--- src/rtl/mm_pkg.sv ---
// Shared types and default widths for the matrix-multiply address sequencer.
package mm_pkg;

  typedef enum logic [1:0] {
    IDLE,
    RUN,
    DRAIN,
    FIN
  } state_t;

  localparam int unsigned DEF_IN_AW   = 11;
  localparam int unsigned DEF_W_AW    = 13;
  localparam int unsigned DEF_OUT_AW  = 11;
  localparam int unsigned DEF_CNT_W   = 8;
  localparam int unsigned DEF_N_W     = 16;
  localparam int unsigned DEF_ACC_LAT = 2;

endpackage

--- src/rtl/mm_wr_delay.sv ---
// Valid+address shift register that aligns the output write strobe with the MAC latency.
module mm_wr_delay #(
  parameter int unsigned DEPTH = 2,
  parameter int unsigned AW    = 11
) (
  input  logic          clk,
  input  logic          rstn,
  input  logic          push,
  input  logic [AW-1:0] push_addr,
  output logic          out_valid,
  output logic [AW-1:0] out_addr,
  output logic          pending
);

  logic          vld [DEPTH];
  logic [AW-1:0] adr [DEPTH];

  always_ff @(posedge clk or negedge rstn) begin
    if (!rstn) begin
      for (int unsigned i = 0; i < DEPTH; i++) begin
        vld[i] <= 1'b0;
        adr[i] <= '0;
      end
    end else begin
      vld[0] <= push;
      adr[0] <= push_addr;
      for (int unsigned i = 1; i < DEPTH; i++) begin
        vld[i] <= vld[i-1];
        adr[i] <= adr[i-1];
      end
    end
  end

  // Entries that will still be in the line after the current shift.
  always_comb begin
    pending = 1'b0;
    for (int unsigned i = 0; i + 1 < DEPTH; i++) pending = pending | vld[i];
  end

  assign out_valid = vld[DEPTH-1];
  assign out_addr  = adr[DEPTH-1];

endmodule

--- src/rtl/mm_addr_seq.sv ---
// Address sequencer walking the N x Co x Ci loop nest of the dense matrix-multiply engine.
// Optional bias read port enabled by defining MM_BIAS_ADDR_EN.
module mm_addr_seq
  import mm_pkg::*;
#(
  parameter int unsigned IN_AW   = DEF_IN_AW,
  parameter int unsigned W_AW    = DEF_W_AW,
  parameter int unsigned OUT_AW  = DEF_OUT_AW,
  parameter int unsigned CNT_W   = DEF_CNT_W,
  parameter int unsigned N_W     = DEF_N_W,
  parameter int unsigned ACC_LAT = DEF_ACC_LAT
) (
  input  logic              clk,
  input  logic              rstn,
  input  logic              start,
  input  logic [IN_AW-1:0]  cfg_in_base,
  input  logic [W_AW-1:0]   cfg_w_base,
  input  logic [OUT_AW-1:0] cfg_out_base,
  input  logic [CNT_W-1:0]  cfg_ci,
  input  logic [CNT_W-1:0]  cfg_co,
  input  logic [N_W-1:0]    cfg_n,
`ifdef MM_BIAS_ADDR_EN
  input  logic [W_AW-1:0]   cfg_bias_base,
  output logic              bias_rd_valid,
  output logic [W_AW-1:0]   bias_rd_addr,
`endif
  input  logic              rd_ready,
  output logic              in_rd_valid,
  output logic [IN_AW-1:0]  in_rd_addr,
  output logic              w_rd_valid,
  output logic [W_AW-1:0]   w_rd_addr,
  output logic              ci_last,
  output logic              out_wr_valid,
  output logic [OUT_AW-1:0] out_wr_addr,
  output logic              busy,
  output logic              done
);

  state_t state, state_n;

  logic [CNT_W-1:0]  ci_m1, co_m1, ci_cnt, co_cnt;
  logic [N_W-1:0]    n_m1, n_cnt;
  logic [IN_AW-1:0]  ci_len, in_row, in_ptr;
  logic [W_AW-1:0]   w_base_q, w_ptr;
  logic [OUT_AW-1:0] out_ptr;
  logic              beat, co_last, n_last, wr_pending, accept_start, cfg_zero;
`ifdef MM_BIAS_ADDR_EN
  logic [W_AW-1:0]   bias_base_q, bias_ptr;
`endif

  assign accept_start = (state == IDLE) && start;
  assign cfg_zero     = (cfg_ci == '0) || (cfg_co == '0) || (cfg_n == '0);
  assign beat         = (state == RUN) && rd_ready;
  assign ci_last      = (state == RUN) && (ci_cnt == ci_m1);
  assign co_last      = (co_cnt == co_m1);
  assign n_last       = (n_cnt == n_m1);

  always_ff @(posedge clk or negedge rstn) begin
    if (!rstn) state <= IDLE;
    else       state <= state_n;
  end

  always_comb begin
    state_n = state;
    case (state)
      IDLE:    if (start) state_n = cfg_zero ? FIN : RUN;
      RUN:     if (beat && ci_last && co_last && n_last) state_n = DRAIN;
      DRAIN:   if (!wr_pending) state_n = FIN;
      FIN:     state_n = IDLE;
      default: state_n = IDLE;
    endcase
  end

  always_ff @(posedge clk or negedge rstn) begin
    if (!rstn) begin
      ci_m1    <= '0;
      co_m1    <= '0;
      n_m1     <= '0;
      ci_len   <= '0;
      w_base_q <= '0;
      ci_cnt   <= '0;
      co_cnt   <= '0;
      n_cnt    <= '0;
      in_row   <= '0;
      in_ptr   <= '0;
      w_ptr    <= '0;
      out_ptr  <= '0;
`ifdef MM_BIAS_ADDR_EN
      bias_base_q <= '0;
      bias_ptr    <= '0;
`endif
    end else if (accept_start) begin
      ci_m1    <= cfg_ci - CNT_W'(1);
      co_m1    <= cfg_co - CNT_W'(1);
      n_m1     <= cfg_n - N_W'(1);
      ci_len   <= IN_AW'(cfg_ci);
      w_base_q <= cfg_w_base;
      ci_cnt   <= '0;
      co_cnt   <= '0;
      n_cnt    <= '0;
      in_row   <= cfg_in_base;
      in_ptr   <= cfg_in_base;
      w_ptr    <= cfg_w_base;
      out_ptr  <= cfg_out_base;
`ifdef MM_BIAS_ADDR_EN
      bias_base_q <= cfg_bias_base;
      bias_ptr    <= cfg_bias_base;
`endif
    end else if (beat) begin
      if (!ci_last) begin
        ci_cnt <= ci_cnt + CNT_W'(1);
        in_ptr <= in_ptr + IN_AW'(1);
        w_ptr  <= w_ptr + W_AW'(1);
      end else begin
        ci_cnt  <= '0;
        out_ptr <= out_ptr + OUT_AW'(1);
        if (!co_last) begin
          // Same feature row, next weight row: weights are contiguous across co.
          co_cnt <= co_cnt + CNT_W'(1);
          in_ptr <= in_row;
          w_ptr  <= w_ptr + W_AW'(1);
`ifdef MM_BIAS_ADDR_EN
          bias_ptr <= bias_ptr + W_AW'(1);
`endif
        end else begin
          co_cnt <= '0;
          n_cnt  <= n_cnt + N_W'(1);
          in_row <= in_row + ci_len;
          in_ptr <= in_row + ci_len;
          w_ptr  <= w_base_q;
`ifdef MM_BIAS_ADDR_EN
          bias_ptr <= bias_base_q;
`endif
        end
      end
    end
  end

  mm_wr_delay #(
    .DEPTH (ACC_LAT),
    .AW    (OUT_AW)
  ) u_wr_delay (
    .clk       (clk),
    .rstn      (rstn),
    .push      (beat && ci_last),
    .push_addr (out_ptr),
    .out_valid (out_wr_valid),
    .out_addr  (out_wr_addr),
    .pending   (wr_pending)
  );

  assign in_rd_valid = (state == RUN);
  assign w_rd_valid  = (state == RUN);
  assign in_rd_addr  = in_ptr;
  assign w_rd_addr   = w_ptr;
  assign busy        = (state == RUN) || (state == DRAIN);
  assign done        = (state == FIN);

`ifdef MM_BIAS_ADDR_EN
  assign bias_rd_valid = beat && (ci_cnt == '0);
  assign bias_rd_addr  = bias_ptr;
`endif

endmodule

--- config.mk ---
export PLATFORM = sky130hd
export DESIGN_NAME = mm_addr_seq
export DESIGN_NICKNAME = d
export VERILOG_FILES = /design/src/rtl/mm_pkg.sv /design/src/rtl/mm_wr_delay.sv /design/src/rtl/mm_addr_seq.sv
export SDC_FILE = /design/constraint.sdc
export NUM_CORES = 1
export LEC_CHECK = 0
export BUFFER_PORTS_ARGS = -buffer_cell sky130_fd_sc_hd__buf_4
export CORE_ASPECT_RATIO = 1.75
export CORE_MARGIN = 5
export CORE_UTILIZATION = 32
export CTS_CLUSTER_DIAMETER = 30
export DETAILED_ROUTE_END_ITERATION = 8
export PLACE_DENSITY = 0.5
export SLEW_MARGIN = 5
export SYNTH_ARGS = -nofsm -noshare
export SYNTH_HDL_FRONTEND = slang
export SYNTH_SLANG_ARGS = --single-unit
--- constraint.sdc ---
create_clock -name clk -period 2.8 [get_ports clk]
set_input_delay 0.28 -clock clk [delete_from_list [all_inputs] [get_ports clk]]
set_output_delay 0.28 -clock clk [all_outputs]
set_load 0.01 [all_outputs]
==> flow_summary.ini, run 1 <==
[run_status]
status = complete, no violations

[power]
pwr-share-seq_pct = 37.9
power_density_nw_per_um2 = 1000
pwr-share-comb_pct = 36.2
p_switching_w = 0.00379
p_clk_share_pct = 25.9
switching_share_pct = 36.9
peakVddDrop_v = 0.000507
internal_power_w = 0.00647
leakage_nw = 4.57

[clock_network]
clock-sinks = 157
cts_tree = yes
cts_root_buf = clkbuf_16
clock_path_buffers = 2
cts.clk_slew.worst_paths_ps = 70
cts_buffers = 17
htree_levels = 4
cts_setup_buffers = 0
clkLatencyLatePin_ps = 450

[route]
ant_nets = 0
post-route-drc-count = 0
post_drt_wl_per_cell_um = 18.0
drtPass1Iterations = 4
finalWirelength_um = 24200
drtIter0Drc = 282
vias = 6785
vias_per_cell = 5.05

[floorplanning]
ios = 112
start_util_pct = 32.4
fp.dieArea_sq_um = 29700
die_w_um = 132
rows = 78
die_height_um = 224
core_sq_um = 25900

[critical_path]
critPathMaxStageDelay_ps = 450
crit_fanout = 15
start_kind = register
cp_cell_sequence = xor2_1 -> nor4_2 -> nand3_1 -> inv_2 -> buf_4 -> buf_4
r2r_end = in_row[9]
ff2ff_setup_slack_ps = 380
reg2reg_depth = 7
worstPathArrival_ps = 2150
rr_startpoint = co_cnt[4]
path_depth = 6
cp-end-kind = primary output
startpoint = ci_cnt[5]
cp_top_family = simple AND/OR/NAND/NOR gates
path_common_cell = buf_4
crit_path_top_delay_cell = nor4_2
critical_path_required_ps = 2520
path_class = register to primary output
worstPathBufferInverterCount = 3
endpoint = ci_last

[placed_design]
dp_hpwl_um = 17800
gp_congestion = 0.825
io_buffers = 111

[final_layout]
drive_above_1_share_pct = 17.4
nets = 1108
num-fill-cells = 2590
final_util_pct = 39.6
n_antenna_cell = 0
mostFrequentLayoutCells = nand2_1 (157), dfrtp_1 (157), buf_4 (128)
area_delta_synth_final_pct = 22.1

[grt]
grt_use_total_pct = 16.6
grt_pass1_vias = 7040
grt.overflow.total = 0
antenna_found_initial = 0
grt_max_degree = 110
grt_pass1_wl_um = 39100

[sta]
relSlewSlack_pct = 41.4
tns_ps = 0
rsz0062_at_grt = false
period_minus_slack_ps = 2430
slew_violations = 0
worst_slew_pin_slew_ps = 876
finalSetupViolCount = 0
period_share_pct = 86.8
skew_ps = 11.9
max_freq_mhz = 412
hold_viol = 0

[synth]
synth_edf_count = 0
ys_ff_latch = 157
syn_nets = 1007
syn_inst = 911
async_flop_share_pct = 100
synthDistinctLibCells = 58
synth_top_flop_cell = dfrtp_1
syn_area_per_cell_sq_um = 9.20
synth-seq-area-share_pct = 46.9
netlist_area_sq_um = 8380
yosysWarnings = 0

[run]
max-cap-violations = 0

[hold_path]
min_path_type = input pin to register
-- cells in the mapped netlist (all sizes together), types with 3 or more instances --
| cell | count | area share (%) |
|---|---|---|
| a21o | 4 | 0.36 |
| a21oi | 37 | 2.2 |
| a221oi | 4 | 0.42 |
| a31oi | 10 | 0.75 |
| and2 | 8 | 0.60 |
| and3 | 5 | 0.37 |
| buf | 22 | 1.7 |
| clkbuf | 28 | 1.3 |
| dfrtp | 157 | 47 |
| ha | 24 | 3.6 |
| inv | 20 | 0.90 |
| mux2i | 15 | 1.8 |
| nand2 | 160 | 7.2 |
| nand2b | 5 | 0.37 |
| nand3 | 30 | 1.9 |
| nand4 | 20 | 1.5 |
| nor2 | 66 | 3.0 |
| nor3 | 19 | 1.1 |
| nor4 | 22 | 1.9 |
| o211ai | 9 | 0.81 |
| o21a | 6 | 0.54 |
| o21ai | 80 | 4.8 |
| o221a | 3 | 0.40 |
| o22ai | 10 | 0.75 |
| or3 | 11 | 0.82 |
| xnor2 | 53 | 5.5 |
| xor2 | 49 | 5.1 |
-- area by class of cell --
cell class                 instances  area (sq um)  area share (%)
tap                              320           400            3.91
clock buffer                      19           453            4.42
timing repair buffer             132          1020            9.98
multi-input combinational        684          4150            40.5
inverter                          20          75.1           0.733
clock inverter                    11           215            2.10
sequential                       157          3930            38.4
-- metal layers --
layer  wire length, um  share of wire (%)  up-vias  track usage, %
li1                  -                  -     3355               -
met5                 0                  0        -               0
met2             12800                 53      130            29.6
met3               849                3.5       31            3.53
met1             10000                 41     3269            19.5
met4               510                2.1        0            6.18
-- cell families (layout without fill, tap and decap cells) --
group | after synthesis | count (layout) | share of synthesized area [%]
simple gates | 357 | 357 | 19.8
compound gates | 184 | 184 | 13.1
flops | 157 | 157 | 46.9
xor+xnor | 102 | 102 | 10.7
buf+inv | 70 | 182 | 3.84
fa+ha+maj | 25 | 25 | 3.82
mux | 16 | 16 | 1.93
-- worst min-delay path, cell delays in order --
cell,delay (ps)
buf_4,70
nand2_1,30
o21ai_0,60
-- how the worst min path moves through the flow --
stage                                    endpoint  cells past startpoint  slack (ps)             from
after global routing                  w_base_q[8]                      3          30    cfg_w_base[8]
after global placement    u_wr_delay.out_addr[10]                      1         250             rstn
after CTS                              out_ptr[0]                      3          10  cfg_out_base[0]
after floorplan                         ci_cnt[0]                      0         -20             rstn
after detailed placement  u_wr_delay.out_addr[10]                      1         260             rstn
final                                  out_ptr[0]                      3          40  cfg_out_base[0]
-- flip-flops by register name (all words and copies together), names as in the netlist, 11 cells and up --
name                 count
n_m1                    16
w_base_q                13
n_cnt                   16
in_row                  11
in_rd_addr              11
u_wr_delay.adr          11
u_wr_delay.out_addr     11
w_rd_addr               13
out_ptr                 11
-- stage by stage --
step	power [W]	hold slack, ps	cell area [sq um]	std cells	setup WS, ps
detailed placement	0.00768	259	9560	1312	391
global route	0.0110	28.5	10200	1343	186
finish	0.0103	35.3	10200	1343	371
CTS	0.0104	10.5	10200	1343	311
floorplan	0.00622	-15.6	8380	911	635
global placement	0.00763	255	9560	1312	415
-- what timing repair did --
item,4_1_cts,5_1_grt
hold buffers,1,0
gates resized for setup,0,0
endpoints found under the setup margin,0,0
endpoints found under the hold margin,46,0
-- power groups by stage --
stage / combinational (W) / clock, W / sequential [W]
6_report: 0.00371 / 0.00266 / 0.00388
3_5_place_dp: 0.00375 / 0 / 0.00393
4_1_cts: 0.00376 / 0.00273 / 0.00390
5_1_grt: 0.00417 / 0.00282 / 0.00400
2_1_floorplan: 0.00247 / 0 / 0.00375
3_3_place_gp: 0.00371 / 0 / 0.00392
Note: power is estimated with default switching activity, not from simulation.
==> run 2, diff against run 1 <==
- PLACE_DENSITY: 0.5 -> 0.54
==> run 2 against run 1 <==
Compared with the run above: non-clock buffer count grew 3; design area down 0.11%; critical path type unchanged; clock power fell by 7.5%.
==> flow_summary.ini, run 2 (same netlist as run 1, synthesis figures left out) <==
[sta]
relSlewSlack_pct = 45.1
period_share_pct = 87.9
period_minus_slack_ps = 2460
fin_ws_ps = 340
worst_slew_pin_slew_ps = 820
tns_ps = 0
skew_ps = 12.1
rsz0062_at_grt = false
hold_viol = 0
max_freq_mhz = 407
slew_violations = 0
finalSetupViolCount = 0

[critical_path]
critical_path_required_ps = 2520
worstPathArrival_ps = 2180
start_kind = register
path_class = register to primary output
cp-end-kind = primary output
crit_fanout = 10

[power]
peakVddDrop_v = 0.000529
total_power_w = 0.0101
leakage_nw = 4.57
power_density_nw_per_um2 = 986

[final_layout]
top_regs = n_cnt (16), n_m1 (16)
n_antenna_cell = 0
num-fill-cells = 2578
nets = 1111
final_cell_count_no_fill = 1348
mostFrequentLayoutCells = nand2_1 (157), dfrtp_1 (157), buf_4 (130)
drive_above_1_share_pct = 17.8
regArea_sq_um = 3930
area_delta_synth_final_pct = 22.0
multi_input_area_sq_um = 4150

[grt]
antenna_found_initial = 0
grt_pass1_wl_um = 38200
grt.busiest_layer = met2
use_met1_pct = 18.7
grt_pass1_vias = 7211
grt_use_total_pct = 16.2
met2_usage_pct = 27.7
met3_usage_pct = 3.60
grt_max_degree = 101
grt.overflow.total = 0

[clock_network]
clock_path_buffers = 2
htree_levels = 4
cts_root_buf = clkbuf_16
cts_buffers = 17
clkLatencyLatePin_ps = 450
cts.clk_slew.worst_paths_ps = 70
cts_tree = yes
clock-sinks = 157

[floorplanning]
fp.dieArea_sq_um = 29700
die_height_um = 224
ios = 112
rows = 78
core_sq_um = 25900
die_w_um = 132
start_util_pct = 32.4

[route]
vias = 6938
vias_per_cell = 5.15
ant_nets = 0
drtPass1Iterations = 5
post-route-drc-count = 0
finalWirelength_um = 23700
post_drt_wl_per_cell_um = 17.6
drtIter0Drc = 432

[hold_path]
min_path_type = input pin to register

[placed_design]
gp_congestion = 0.857
placedCellCount = 1315
dp_slack_ps = 395
io_buffers = 111
dp_hpwl_um = 17500

[run]
max-cap-violations = 0

[run_status]
status = complete, no violations
==> run 2: cell count changes in the layout (fill, tap and decap cells not counted) <==
cell,change
clkinv_2,-1
inv_6,+4
buf_4,+2
buf_12,+1
inv_8,+1
clkinv_4,+1
bufinv_16,-3
clkinvlp_4,+1
clkbuf_8,-1
==> run 2: what timing repair did <==
item / 4_1_cts / 5_1_grt
resized for setup: 0 / 0
hold buffers: 1 / 0
hold endpoints to repair: 67 / 0
setup buffers: 0 / 0
==> run 2: power breakdown <==
group / total, W / internal (W) / switching (W) / leakage (nW)
sequential: 0.00389 / 0.00313 / 0.000759 / 1.97
combinational: 0.00374 / 0.00165 / 0.00209 / 2.30
clock: 0.00246 / 0.00144 / 0.00101 / 0.300
total: 0.0101 / 0.00622 / 0.00386 / 4.57
==> run 2: final timing paths <==
check	from	endpoint	slack [ps]	depth (start not counted)
max in group asynchronous	rstn	w_rd_addr[1]	1510	3
worst max-delay path	ci_cnt[5]	ci_last	340	6
worst max register to register	in_row[0]	in_row[10]	360	9
min in group asynchronous	rstn	ci_m1[3]	440	2
worst min-delay path	cfg_w_base[11]	w_base_q[11]	40	3
worst min register to register	u_wr_delay.adr[19]	u_wr_delay.out_addr[8]	350	0
==> run 2: final cells by class <==
| class | instances | share of cell area, % |
|---|---|---|
| clock buffers | 18 | 4.29 |
| clock inverters | 14 | 1.79 |
| inverters | 20 | 0.734 |
| multi-input cells | 684 | 40.5 |
| flip-flops and latches | 157 | 38.4 |
| well taps | 320 | 3.91 |
| repair buffers | 135 | 10.3 |
==> run 2: through the flow <==
stage | hold slack (ps) | area (sq um) | util (%)
6_report | 39.0 | 10200 | 39.6
5_1_grt | 27.1 | 10200 | 39.6
4_1_cts | 12.4 | 10200 | 39.6
3_5_place_dp | 335 | 9600 | 37.1
3_3_place_gp | 331 | 9600 | 37.1
2_1_floorplan | -15.6 | 8380 | -
==> run 2: critical path, stage by stage, from the launching register on <==
cell,delay [ps]
dfrtp_1,410
xor2_1,160
nor4_2,440
nand3_1,190
inv_2,190
buf_4,200
buf_4,140
==> run 2: layer usage <==
| layer | wire length (um) | up-vias | part of all wire, % |
|---|---|---|---|
| met4 | 1000 | 0 | 4.2 |
| met2 | 12100 | 195 | 51 |
| li1 | - | 3385 | - |
| met5 | 0 | - | 0 |
| met1 | 9610 | 3302 | 41 |
| met3 | 1050 | 56 | 4.4 |
==> run 3, diff against run 2 <==
- ABC_AREA: default -> 1
- SETUP_SLACK_MARGIN: default -> 0.4
==> run 3 against run 2 <==
Compared with the run above: maximum frequency is 7.9% higher; clock skew is 1.1 ps higher; wire length is 11% higher; clock power is 2% lower; combinational power is 30% higher; register-to-register slack better by 200 ps; cell count is 29% higher; setup slack better by 180 ps; sequential cell count stayed put.
==> flow_summary.ini, run 3 <==
[run_status]
status = complete, no violations

[final_layout]
top_regs = n_cnt (16), n_m1 (16)
area_delta_synth_final_pct = 19.6
nets = 1440
final_util_pct = 38.9
final_common_cell = nand2_1
drive_above_1_share_pct = 15.4
n_antenna_cell = 0
mostFrequentLayoutCells = nand2_1 (372), dfrtp_1 (157), inv_1 (132)

[grt]
grt_pass1_vias = 8243
grt_use_total_pct = 16.1
grt_max_degree = 77
grt.overflow.total = 0
grt_pass1_wl_um = 42100
antenna_found_initial = 0

[clock_network]
clkLatencyLatePin_ps = 450
cts_buffers = 17
clock_path_buffers = 2
clock-sinks = 157
cts_root_buf = clkbuf_16
cts.clk_slew.worst_paths_ps = 70
cts_tree = yes
htree_levels = 4

[sta]
finalSetupViolCount = 0
period_share_pct = 81.4
relSlewSlack_pct = 46.2
skew_ps = 13.2
tns_ps = 0
worst_slew_pin_slew_ps = 800
hold_viol = 0
rsz0062_at_grt = true
slew_violations = 0
max_freq_mhz = 439
period_minus_slack_ps = 2280

[critical_path]
critical_path_required_ps = 2520
r2r_end = state[0]
reg2reg_depth = 11
crit_fanout = 14
rr_startpoint = state[1]
cp-end-kind = primary output
worstPathArrival_ps = 2000
ff2ff_setup_slack_ps = 560
start_kind = register
path_class = register to primary output

[power]
power_density_nw_per_um2 = 1010
peakVddDrop_v = 0.000531
leakage_nw = 5.50

[route]
vias = 8169
drtIter0Drc = 390
post_drt_wl_per_cell_um = 15.1
wl_met1_um = 10100
vias_per_cell = 4.71
wl_met3_um = 769
ant_nets = 0
finalWirelength_um = 26300
drtPass1Iterations = 4
post-route-drc-count = 0
dr_wl_met2_um = 14500
routed.top_layer = met4

[synth]
netlist_area_sq_um = 9340
synthDistinctLibCells = 47
synth-seq-area-share_pct = 42.1
synth_top_flop_cell = dfrtp_1
yosysTopAreaCell = dfrtp_1
synth_commonest_cells = nand2_1 (372), dfrtp_1 (157), inv_1 (134), nor2_1 (110), nand3_1 (91)
synth_area_leaders = dfrtp_1 (42%), nand2_1 (15%), inv_1 (5.4%), nand3_1 (4.9%), nor2_1 (4.4%)
syn_nets = 1341
yosysMostFrequentCell = nand2_1
yosysWarnings = 0
synth.top_cell.area_share_pct = 42.1
syn_area_per_cell_sq_um = 7.50
synth_fa_ha_area_share_pct = 3.43
synthMuxAreaShare_pct = 0
synth_edf_count = 0
synthSimpleGateAreaFrac_pct = 30.8
async_flop_share_pct = 100
synth_top_family_by_area = simple AND/OR/NAND/NOR gates
synth_xor_area_share_pct = 5.62
ys_ff_latch = 157
synth_compound_area_share_pct = 8.89
syn_inst = 1245

[hold_path]
whs_path_depth = 2
holdCritStartpoint = cfg_co[0]
min_to = co_m1[0]
min_path_type = input pin to register

[floorplanning]
start_util_pct = 32.5
die_height_um = 236
die_w_um = 139
core_sq_um = 28700
ios = 112
fp.dieArea_sq_um = 32800
rows = 82

[run]
max-cap-violations = 0

[placed_design]
dp_hpwl_um = 19700
gp_congestion = 0.853
io_buffers = 111
[run 3: layout make-up]
type                    instances  area, sq um
fillers                      3071        17600
well taps                     378          473
multi-input cells             893         4590
inverters                     145          544
flip-flops and latches        157         3930
clock inverters                15          174
clock buffers                  17          425
repair buffers                130         1040
[run 3: repair_timing]
item / in CTS / in global routing
hold buffers: 1 / 0
pin swaps: 2 / 0
setup endpoints to repair: 2 / 30
gates resized for setup: 4 / 4
hold endpoints to repair: 51 / 0
buffers inserted: 1 / 0
[run 3: cell families after synthesis]
kind of cell | after synthesis
AOI/OAI and AO/OA | 146
xor gates and xnor gates | 60
adders and majority gates | 25
buffers and inverters | 195
DFF | 157
and+or+nand+nor | 662
[run 3: where the power goes]
part	total [W]	switching (W)	internal [W]
Clock	0.00241	0.00106	0.00134
Sequential	0.00402	0.000832	0.00319
Combinational	0.00487	0.00294	0.00194
Total	0.0113	0.00483	0.00647
[run 3: critical path, stage by stage, from the launching register on]
cell and delay (ps):
dfrtp_1 420, inv_2 100, ha_4 160, inv_1 50
a21oi_1 160, nand3_2 180, nor2_8 170, buf_8 180
buf_4 140
[run 3: routing by layer]
metal	GRT usage, %	up-vias
li1	-	4181
met1	16.9	3790
met2	30.7	151
met3	2.63	47
met4	7.92	0
met5	0	-
[run 3: worst max-delay path by stage]
stage                   end  startpoint  slack (ps)  depth (start not counted)
2_1_floorplan  w_rd_addr[6]    state[1]         850                         13
3_3_place_gp       state[0]    state[1]         490                         11
3_5_place_dp      in_row[0]    state[1]         400                         11
4_1_cts             ci_last    state[1]         410                          8
5_1_grt           ci_cnt[7]    state[0]         380                          8
6_report            ci_last    state[1]         520                          8
[run 3: stage by stage]
| step | worst slack (ps) | total power [W] | hold slack [ps] | cell area [sq um] | cells |
|---|---|---|---|---|---|
| after floorplan | 850 | 0.00737 | -15.6 | 9340 | 1245 |
| after global routing | 384 | 0.0123 | 28.3 | 11200 | 1735 |
| after CTS | 410 | 0.0114 | 6.71 | 11200 | 1735 |
| after global placement | 494 | 0.00888 | 285 | 10500 | 1701 |
| final | 520 | 0.0113 | 29.2 | 11200 | 1735 |
| after detailed placement | 403 | 0.00896 | 288 | 10500 | 1701 |
